--- src/rtl/ref_pkg.sv ---
// Shared definitions for the intra-prediction reference links: pixel width,
// left-column depth, pad value, sender state encoding and beat-count type.
// Used by the left reference sender, the reference buffer and the above-row sender.
package ref_pkg;

    localparam int PIX_W  = 8;
    localparam int N_LEFT = 8;

    localparam logic [PIX_W-1:0] PAD_VAL = 8'd128;

    typedef enum logic [1:0] {
        IDLE  = 2'd0,
        PRE   = 2'd1,
        RD    = 2'd2,
        DRAIN = 2'd3
    } ref_state_t;

    typedef logic [2:0] beat_cnt_t;

endpackage

--- src/rtl/left_ref_sender.sv ---
// Left reference pixel sender: on START it reads the eight left-neighbour
// pixels from the column memory and streams them to the left reference
// buffer as PRESET followed by eight contiguous EN_LEFT/REF_DATA beats.
// Optional feature macro: LEFT_REF_PAD_EN (pad with PAD_VAL when the left
// neighbour is unavailable, skipping all memory reads).
module left_ref_sender
    import ref_pkg::*;
#(
    parameter int ADDR_W      = 10,
    parameter int ADDR_STRIDE = 1
) (
    input  logic              CLK,
    input  logic              RST_n,
    input  logic              START,
    input  logic [ADDR_W-1:0] COL_BASE,
    input  logic              LEFT_AVAIL,
    output logic              BUSY,
    output logic              DONE,
    output logic              MEM_RD_EN,
    output logic [ADDR_W-1:0] MEM_ADDR,
    input  logic [PIX_W-1:0]  MEM_RDATA,
    output logic              PRESET,
    output logic              EN_LEFT,
    output logic [PIX_W-1:0]  REF_DATA
);

`ifdef LEFT_REF_PAD_EN
    localparam logic PAD_EN = 1'b1;
`else
    localparam logic PAD_EN = 1'b0;
`endif

    localparam logic [ADDR_W-1:0] STRIDE_V = ADDR_W'(ADDR_STRIDE);
    localparam beat_cnt_t         LAST_RD  = 3'(N_LEFT - 1);

    ref_state_t        state_r, state_s;
    beat_cnt_t         rd_cnt_r, rd_cnt_s;
    logic [1:0]        drain_cnt_r, drain_cnt_s;
    logic              pad_r, pad_s;

    // Registered outputs and their next values
    logic              busy_r, busy_s;
    logic              done_r, done_s;
    logic              rd_en_r, rd_en_s;
    logic [ADDR_W-1:0] addr_r, addr_s;
    logic              preset_r, preset_s;

    // Read-slot pipeline: slot_r marks a read cycle (issued or padded),
    // slot_d_r marks the cycle its data arrives on MEM_RDATA.
    logic              slot_r, slot_s;
    logic              slot_d_r;
    logic              en_left_r;
    logic [PIX_W-1:0]  ref_data_r;

    // Next-state and next-output decode; outputs are computed for the
    // upcoming state so that every port comes straight from a flop.
    always_comb begin
        state_s     = state_r;
        rd_cnt_s    = rd_cnt_r;
        drain_cnt_s = drain_cnt_r;
        pad_s       = pad_r;
        addr_s      = addr_r;
        preset_s    = 1'b0;
        slot_s      = 1'b0;
        done_s      = 1'b0;

        case (state_r)
            IDLE: begin
                if (START) begin
                    state_s  = PRE;
                    pad_s    = PAD_EN & ~LEFT_AVAIL;
                    addr_s   = COL_BASE;
                    rd_cnt_s = 3'd0;
                    preset_s = 1'b1;
                    slot_s   = 1'b1;
                end else begin
                    state_s  = IDLE;
                end
            end
            PRE: begin
                state_s  = RD;
                rd_cnt_s = 3'd1;
                addr_s   = addr_r + STRIDE_V;
                slot_s   = 1'b1;
            end
            RD: begin
                if (rd_cnt_r == LAST_RD) begin
                    state_s     = DRAIN;
                    drain_cnt_s = 2'd0;
                end else begin
                    rd_cnt_s = rd_cnt_r + 3'd1;
                    addr_s   = addr_r + STRIDE_V;
                    slot_s   = 1'b1;
                end
            end
            DRAIN: begin
                // DONE lands on the last beat, one cycle after the first drain cycle
                if (drain_cnt_r == 2'd1) begin
                    state_s     = IDLE;
                    drain_cnt_s = 2'd0;
                end else begin
                    drain_cnt_s = drain_cnt_r + 2'd1;
                    done_s      = 1'b1;
                end
            end
            default: begin
                state_s = IDLE;
            end
        endcase

        rd_en_s = slot_s & ~pad_s;
        busy_s  = (state_s != IDLE);
    end

    // State, counters and control output registers
    always_ff @(posedge CLK) begin
        if (!RST_n) begin
            state_r     <= IDLE;
            rd_cnt_r    <= 3'd0;
            drain_cnt_r <= 2'd0;
            pad_r       <= 1'b0;
            busy_r      <= 1'b0;
            done_r      <= 1'b0;
            rd_en_r     <= 1'b0;
            addr_r      <= '0;
            preset_r    <= 1'b0;
            slot_r      <= 1'b0;
        end else begin
            state_r     <= state_s;
            rd_cnt_r    <= rd_cnt_s;
            drain_cnt_r <= drain_cnt_s;
            pad_r       <= pad_s;
            busy_r      <= busy_s;
            done_r      <= done_s;
            rd_en_r     <= rd_en_s;
            addr_r      <= addr_s;
            preset_r    <= preset_s;
            slot_r      <= slot_s;
        end
    end

    // Beat output stage: capture read data (or pad value) one cycle after each read slot
    always_ff @(posedge CLK) begin
        if (!RST_n) begin
            slot_d_r   <= 1'b0;
            en_left_r  <= 1'b0;
            ref_data_r <= '0;
        end else begin
            slot_d_r  <= slot_r;
            en_left_r <= slot_d_r;
            if (slot_d_r) begin
                ref_data_r <= pad_r ? PAD_VAL : MEM_RDATA;
            end else begin
                ref_data_r <= '0;
            end
        end
    end

    assign BUSY      = busy_r;
    assign DONE      = done_r;
    assign MEM_RD_EN = rd_en_r;
    assign MEM_ADDR  = addr_r;
    assign PRESET    = preset_r;
    assign EN_LEFT   = en_left_r;
    assign REF_DATA  = ref_data_r;

endmodule

--- config.mk ---
export PLATFORM = sky130hd
export DESIGN_NAME = left_ref_sender
export DESIGN_NICKNAME = d
export VERILOG_FILES = /design/src/rtl/ref_pkg.sv /design/src/rtl/left_ref_sender.sv
export SDC_FILE = /design/constraint.sdc
export NUM_CORES = 1
export LEC_CHECK = 0
export ABC_AREA = 1
export CAP_MARGIN = 25
export CORE_UTILIZATION = 40
export CTS_CLUSTER_SIZE = 12
export DETAILED_ROUTE_END_ITERATION = 6
export GPL_TIMING_DRIVEN = 1
export PLACE_DENSITY = 0.68
export SLEW_MARGIN = 20
export SYNTH_ARGS = -nofsm -noshare
export SYNTH_HDL_FRONTEND = slang
export SYNTH_SLANG_ARGS = --single-unit
--- constraint.sdc ---
create_clock -name CLK -period 3.93 [get_ports CLK]
set_input_delay 0.5895 -clock CLK [delete_from_list [all_inputs] [get_ports CLK]]
set_output_delay 0.5895 -clock CLK [all_outputs]
set_load 0.005 [all_outputs]
==> results of run 1 <==
[Yosys cell counts]
library cell	n
nand2_2	1
a31oi_1	1
nand2_1	41
nor2_2	2
nand4_1	4
buf_4	1
o211ai_1	1
buf_2	4
or2_1	2
nor3_1	1
inv_1	31
nor2_1	33
or2_2	1
ha_1	9
o21ai_0	16
buf_6	2
a22oi_1	1
nand3_1	8
inv_2	2
a21oi_1	15
dfxtp_1	33
o21ai_1	3
[state kept, by name, summed over array words and instances, names as in the netlist]
| register | count |
|---|---|
| MEM_RD_EN | 1 |
| rd_cnt_r | 3 |
| EN_LEFT | 1 |
| BUSY | 1 |
| slot_r | 1 |
| MEM_ADDR | 10 |
| slot_d_r | 1 |
| PRESET | 1 |
| drain_cnt_r | 2 |
| DONE | 1 |
| pad_r | 1 |
| state_r | 2 |
| REF_DATA | 8 |
[routing by layer]
layer	vias to the layer above	track usage [%]
li1	747	-
met1	638	22.0
met2	35	25.4
met3	7	4.71
met4	0	7.67
met5	-	0
[cell families after synthesis]
kind of cell             after synthesis  share of synthesized area (%)
flip-flops                            33                           43.3
AO/OA/AOI/OAI                         37                           12.6
AND/OR/NAND/NOR                       93                           25.3
buffers and inverters                 40                           11.4
adder cells (fa/ha/maj)                9                           7.39
[how the worst max path moves through the flow]
stage	start	end	cells past startpoint
4_1_cts	state_r[0]$_SDFF_PN0_	MEM_ADDR[6]$_SDFFE_PN0P_	8
3_5_place_dp	RST_n	BUSY$_SDFF_PN0_	5
3_3_place_gp	RST_n	BUSY$_SDFF_PN0_	5
2_1_floorplan	state_r[0]$_SDFF_PN0_	MEM_ADDR[0]$_SDFFE_PN0P_	8
6_report	state_r[0]$_SDFF_PN0_	MEM_ADDR[6]$_SDFFE_PN0P_	8
5_1_grt	state_r[0]$_SDFF_PN0_	MEM_ADDR[6]$_SDFFE_PN0P_	8
[metrics by stage]
stage	power [mW]	worst slack (ps)	utilization (%)	hold WS, ps	cells
after global placement	0.541	1820	53.7	392	296
after detailed placement	0.543	1830	53.7	400	296
after global routing	0.822	1760	55.9	431	304
after floorplan	0.474	2510	-	390	212
final	0.775	1950	55.9	411	304
after CTS	0.785	1950	55.9	414	304
[cell usage in the layout, fill, tap and decap left out, types with 2 or more instances in the layout]
cell type	netlist	layout
a21oi_1	15	15
clkbuf_8	0	5
clkdlybuf4s50_1	0	43
clkinv_2	0	2
dfxtp_1	33	33
ha_1	9	9
inv_1	31	31
inv_2	2	2
nand2_1	41	41
nand3_1	8	8
nand4_1	4	4
nor2_1	33	33
nor2_2	2	2
o21ai_0	16	16
o21ai_1	3	3
or2_1	2	2
[power groups by stage]
stage | Combinational (mW) | Sequential (mW) | Clock (mW)
after floorplan | 0.0898 | 0.384 | 0
after global placement | 0.154 | 0.387 | 0
after detailed placement | 0.156 | 0.387 | 0
after CTS | 0.157 | 0.379 | 0.248
after global routing | 0.176 | 0.383 | 0.263
final | 0.156 | 0.379 | 0.240
[final cells by class]
class | instances | area share [%]
multi-input cells | 139 | 33.7
flip-flops and latches | 33 | 32.3
repair buffers | 43 | 21.0
inverters | 33 | 6.05
clock buffers | 6 | 3.55
well taps | 48 | 2.93
clock inverters | 2 | 0.489
[critical path: cells and delay by family, from the launching register on]
family / cells / cell delay, ps
simple gates: 3 / 330
buf+inv: 2 / 320
compound gates: 2 / 250
flops: 1 / 390
fa+ha+maj: 1 / 610
==> flow_summary.ini, run 1 <==
[power]
combPwrFrac_pct = 20.1
p_sw_mw = 0.214
ir_drop_v = 0.000211
seq_power_share_pct = 48.9
power.share.switching_pct = 27.6
leakage_nw = 0.903
power_density_nw_per_um2 = 379
p_int_mw = 0.561
clock_power_share_pct = 31.0

[cts]
cts_hold_buf = 0
root_buffer = clkbuf_8
post-cts-setup-buffers = 0
htreeDepth = 2
clk_pin_slew_ps = 70
cts_sinks = 33
clockBufferDepth = 2
cts_resized = 0
cts_tree = built
clk_latency_ps = 280
numCtsBuffers = 5

[yosys]
yosys.area.top_type = dfxtp_1
synth_nets = 243
synth_area_leaders = dfxtp_1 43%, nand2_1 10%, nor2_1 8.1%
syn_area_sq_um = 1520
ys_ff_latch = 33
synth_cell_types = 22
syn_area_per_cell_sq_um = 7.19
ys_warn_count = 0
ys_seq_area_share_pct = 43.3
yosysTopAreaCellShare_pct = 43.3
netlist_instances = 212

[critical_path]
endpoint_kind = flop
r2r_end = MEM_ADDR[6]$_SDFFE_PN0P_
slowest_stage = ha_1
rr_startpoint = state_r[0]$_SDFF_PN0_
reg2reg_setup_slack_ps = 1950
required_ps = 4140
cp_slowest_stage_delay_ps = 610
start_kind = flop
crit_fanout = 15
reg2reg_depth = 8
cp_cell_sequence = inv_1 > ha_1 > inv_2 > nor2_1 > nand2_1 > o21ai_1 > nand2_1 > a21oi_1
crit_type = flop to flop
crit_top_cell = nand2_1
worstPathArrival_ps = 2190

[cells_and_area]
drive_gt1_share_pct = 5.08
synthToLayoutAreaGrowth_pct = 34.3
multi_input_area_sq_um = 689
postLayoutCellArea_sq_um = 2050
regArea_sq_um = 661
antenna_cells = 0
nNetsFinal = 286
n_fill_cell = 394

[global_route]
grt_antenna_before_repair = 0
gr-usage-all-layers_pct = 16.8
grt_pass1_wl_um = 5340
overflow = 0
grt_pass1_vias = 1228
grt_max_degree = 16

[drt]
via_per_inst = 4.69
route.vias.total = 1427
antenna_left = 0
routed-wl-met2_um = 1420
drc = 0
wl_met1_um = 1480
top_layer = met4
dr_wl_met3_um = 158
dr.pass1.iters = 4
drt_iter0_markers = 84
routed_wl_um = 3110
wl_per_cell_um = 10.2

[run_status]
status = finished clean

[floorplan]
die_h_um = 63.7
die_w_um = 63.7
core_area_sq_um = 3660
design.die.area_sq_um = 4060
placementRows = 22
initial_utilization_pct = 41.6
ioPinCount = 45

[hold_path]
hold_path_class = flop to flop
whs_path_depth = 2
hold_start = slot_r$_SDFF_PN0_
whs_endpoint = slot_d_r$_SDFF_PN0_

[sta]
fin_crit_sh_pct = 50.3
timing.fmax_ghz = 0.505
clock_skew_ps = 4.26
setup_viol = 0
finalMaxSlewViolations = 0
rsz0062_at_grt = no
relSlewSlack_pct = 67.2
fin_crit_ps = 1980
hold_viol = 0
tightest_slew_ps = 492
setup_tns_ps = 0

[placement]
dp_hpwl_um = 2240
gp_congestion = 0.814
place_area_sq_um = 1960
portBuffers = 43

[run]
maxCapViolations = 0
No activity file was read; power rests on OpenSTA's default activity.
==> inputs of run 2 (changes only) <==
PLACE_DENSITY = 0.71   (was 0.68)
clock period = 1.7 ns   (was 3.93 ns; I/O delays follow)
==> run 2 against run 1 <==
  * Clock power increased by 140%
  * Sequential power is 130% higher
  * Flip-flop and latch count did not move
  * Register-to-register slack got worse by 1800 ps
  * Global-route usage grew 0.20 points
  * Clock skew up 4.7 ps
  * Die area unchanged
  * Count of clock-buffer cells in the layout did not move
  * Critical path type unchanged
==> flow_summary.ini, run 2 (synthesized netlist as in run 1, its figures left out) <==
[drt]
wl_per_cell_um = 10.2
via_per_inst = 4.54
drc = 0
route.vias.total = 1413
antenna_left = 0
routed_wl_um = 3180
dr.pass1.iters = 4
drt_iter0_markers = 78

[sta]
finalMaxSlewViolations = 0
timing.fmax_ghz = 0.638
clock_skew_ps = 9.00
setup_viol = 0
tightest_slew_ps = 277
hold_viol = 0
timing.hold.ws_ps = 413
relSlewSlack_pct = 81.4
fin_crit_ps = 1570
fin_crit_sh_pct = 92.1

[cells_and_area]
final_common_cell = clkdlybuf4s50_1
largest_reg_flops = 10
layout_common_cells = 43 x clkdlybuf4s50_1, 41 x nand2_1, 33 x dfxtp_1, 33 x nor2_1, 31 x inv_1
instances_no_fill = 311
finish.utilization_pct = 58.2
postLayoutCellArea_sq_um = 2130
synthToLayoutAreaGrowth_pct = 39.7
drive_gt1_share_pct = 8.37
nNetsFinal = 293
n_fill_cell = 366
antenna_cells = 0

[floorplan]
placementRows = 22
design.die.area_sq_um = 4060
initial_utilization_pct = 41.6
die_h_um = 63.7
die_w_um = 63.7
ioPinCount = 45
core_area_sq_um = 3660

[critical_path]
rr_startpoint = state_r[0]$_SDFF_PN0_
crit_type = flop to flop
start_kind = flop
worstPathArrival_ps = 1740
endpoint_kind = flop
startpoint = state_r[0]$_SDFF_PN0_
crit_fanout = 13
required_ps = 1880

[placement]
dp_hpwl_um = 2300
place_area_sq_um = 2030
gp_congestion = 0.795
dpl.cell_count = 303
portBuffers = 43

[hold_path]
hold_start = slot_r$_SDFF_PN0_
hold_path_class = flop to flop

[global_route]
grt_max_degree = 14
grt_pass1_vias = 1236
gr-usage-all-layers_pct = 17.0
grt_antenna_before_repair = 0
overflow = 0
grt_pass1_wl_um = 5330

[cts]
numCtsBuffers = 5
root_buffer = clkbuf_8
cts_resized = 0
cts_tree = built
post-cts-setup-buffers = 0
cts_sinks = 33
clk_latency_ps = 290
cts_hold_buf = 0
clk_pin_slew_ps = 70
htreeDepth = 2
clockBufferDepth = 2

[power]
ir_drop_v = 0.000568
power_density_nw_per_um2 = 867
leakage_nw = 0.940

[run]
maxCapViolations = 0

[run_status]
status = finished clean
run 2: critical path, stage by stage (launching register included):
cell,delay (ps)
dfxtp_1,340
inv_1,190
ha_2,260
nand2_1,110
nand2_2,140
buf_12,140
a21oi_1,50
o21ai_0,180
nor2_1,50
run 2: path summary, 6_finish.rpt:
path / depth (start not counted) / endpoint / slack, ps
min: 2 / slot_d_r$_SDFF_PN0_ / 410
max reg2reg: 8 / MEM_ADDR[4]$_SDFFE_PN0P_ / 130
max: 8 / MEM_ADDR[4]$_SDFFE_PN0P_ / 130
min reg2reg: 2 / slot_d_r$_SDFF_PN0_ / 410
run 2: layer usage:
layer | up-vias | GRT usage (%) | part of all wire (%)
li1 | 761 | - | -
met1 | 621 | 21.2 | 49
met2 | 26 | 27.4 | 46
met3 | 5 | 3.62 | 4.0
met4 | 0 | 8.52 | 1.6
met5 | - | 0 | 0
run 2: layout make-up:
| type | instances | area (sq um) | share of cell area (%) |
|---|---|---|---|
| clock buffers | 6 | 72.6 | 3.41 |
| flip-flops and latches | 33 | 661 | 31.0 |
| clock inverters | 2 | 10.0 | 0.470 |
| multi-input cells | 139 | 704 | 33.1 |
| repair buffers | 50 | 495 | 23.3 |
| inverters | 33 | 126 | 5.93 |
| well taps | 48 | 60.1 | 2.82 |
run 2: stage by stage:
step                total power, mW  setup slack, ps  setup TNS, ps
global route                   1.97            -43.5          -43.5
finish                         1.85              134              0
global placement               1.28              115              0
floorplan                      1.10              281              0
CTS                            1.86             71.2              0
detailed placement             1.29             88.8              0
run 2: where the power goes:
group | internal (mW) | switching (mW)
Sequential | 0.828 | 0.0486
Combinational | 0.222 | 0.182
Clock | 0.283 | 0.282
Total | 1.33 | 0.512
==> variant (settings of run 1) <==
Make the reset (`RST_n`) asynchronous in 2 clocked blocks.
--- a/src/rtl/left_ref_sender.sv
+++ b/src/rtl/left_ref_sender.sv
@@ -113,7 +113,7 @@
     end
 
     // State, counters and control output registers
-    always_ff @(posedge CLK) begin
+    always_ff @(posedge CLK or negedge RST_n) begin
         if (!RST_n) begin
             state_r     <= IDLE;
             rd_cnt_r    <= 3'd0;
@@ -140,7 +140,7 @@
     end
 
     // Beat output stage: capture read data (or pad value) one cycle after each read slot
-    always_ff @(posedge CLK) begin
+    always_ff @(posedge CLK or negedge RST_n) begin
         if (!RST_n) begin
             slot_d_r   <= 1'b0;
             en_left_r  <= 1'b0;
Formal check against the unedited RTL: differs if RST_n is asserted again (counterexample within 4 cycles, from zero or initial values and one cycle with RST_n low); with RST_n held inactive, the same outputs for 10 cycles.
==> variant against run 1 <==
Setup slack got worse by 0.076 ns. Fmax shrank 3.7%. Synthesized cell count shrank 9.0%. Via count decreased by 6.0%. Area after synthesis up 5.5%. Routed wire length increased by 0.26%. Largest cell class is now registers. Final area rose by 7.3%. Sequential cell count did not move.
Power is not compared: it rests on default switching activity, and its combinational part moved more than twofold at a synthesized area within 25%.
==> variant: results (changes against run 1) <==
[worst_setup_path]
cpPeakStageDelay_ns = 0.71  ; +0.10 ns
reg2reg_depth = 9  ; +1
worstPathArrival_ns = 2.24  ; +0.05 ns
r2r-start = state_r[0]$_DFF_PN0_

[final_layout]
clkCellAreaFrac = 0.0524  ; +0.0121
nNetsFinal = 272  ; -4.9%
multi_input_area_share = 0.292  ; -0.0451
seq_share = 0.376  ; +0.0533
fillers = 351  ; -11%
multi_input_cells = 127  ; -8.6%
nNonClkBuffers = 45  ; +4.7%
fin_cells = 290  ; -4.6%
buf_share = 0.203  ; -0.00742

[grt]
grt_pass1_vias = 1234  ; +0.49%
gr-usage-met3 = 0.0538  ; +0.00672
use_met1 = 0.214  ; -0.00555
grt.total_usage = 0.168  ; about the same

[min_path]
worstHoldPathCells = 0  ; -2
hold_end = slot_d_r$_DFF_PN0_

[drt]
avgRoutedWirePerCell_um = 10.8  ; +5.1%
first_iter_violations = 64  ; -24%
drt-met1-wl_um = 1530  ; +3.9%

[logic_synthesis]
synthTopCellsByArea = dfrtp_1, nand2_1, ha_1, inv_1, nor2_1
yosysUniqueCellTypes = 21  ; -4.5%
synth_area_per_cell_sq_um = 8.33  ; +16%

[placement]
dpl.cell_count = 282  ; -4.7%

[timing]
skew_ns = 0.00885  ; +0.00458 ns
tightest_slew_ns = 0.624  ; +0.133 ns
whs_ns = 0.349  ; -0.0611 ns

[run_status]
status = completed

[variant: cell count changes after synthesis, moves of 4 or more]
cell / delta
nor2_1: -7
nand3_1: +6
o21ai_0: -8
dfxtp_1: -33
nand4_1: -4
a21oi_1: -7
nand2_1: +6
dfrtp_1: +33
[variant: stage by stage]
| step | power (mW) | worst slack [ns] | utilization | area [sq um] |
|---|---|---|---|---|
| floorplan | 1.11 | 2.42 | - | 1610 |
| global placement | 1.41 | 1.88 | 0.552 | 2080 |
| detailed placement | 1.43 | 1.88 | 0.552 | 2080 |
| CTS | 1.76 | 1.87 | 0.582 | 2200 |
| global route | 1.91 | 1.64 | 0.582 | 2200 |
| finish | 1.74 | 1.88 | 0.582 | 2200 |
[variant: kinds of logic (layout without fill, tap and decap cells)]
logic type | Yosys count | after routing | synth area share
simple gates | 94 | 94 | 0.243
compound gates | 24 | 24 | 0.0856
fa+ha+maj | 9 | 9 | 0.0700
flops | 33 | 33 | 0.514
buf+inv | 33 | 82 | 0.0879
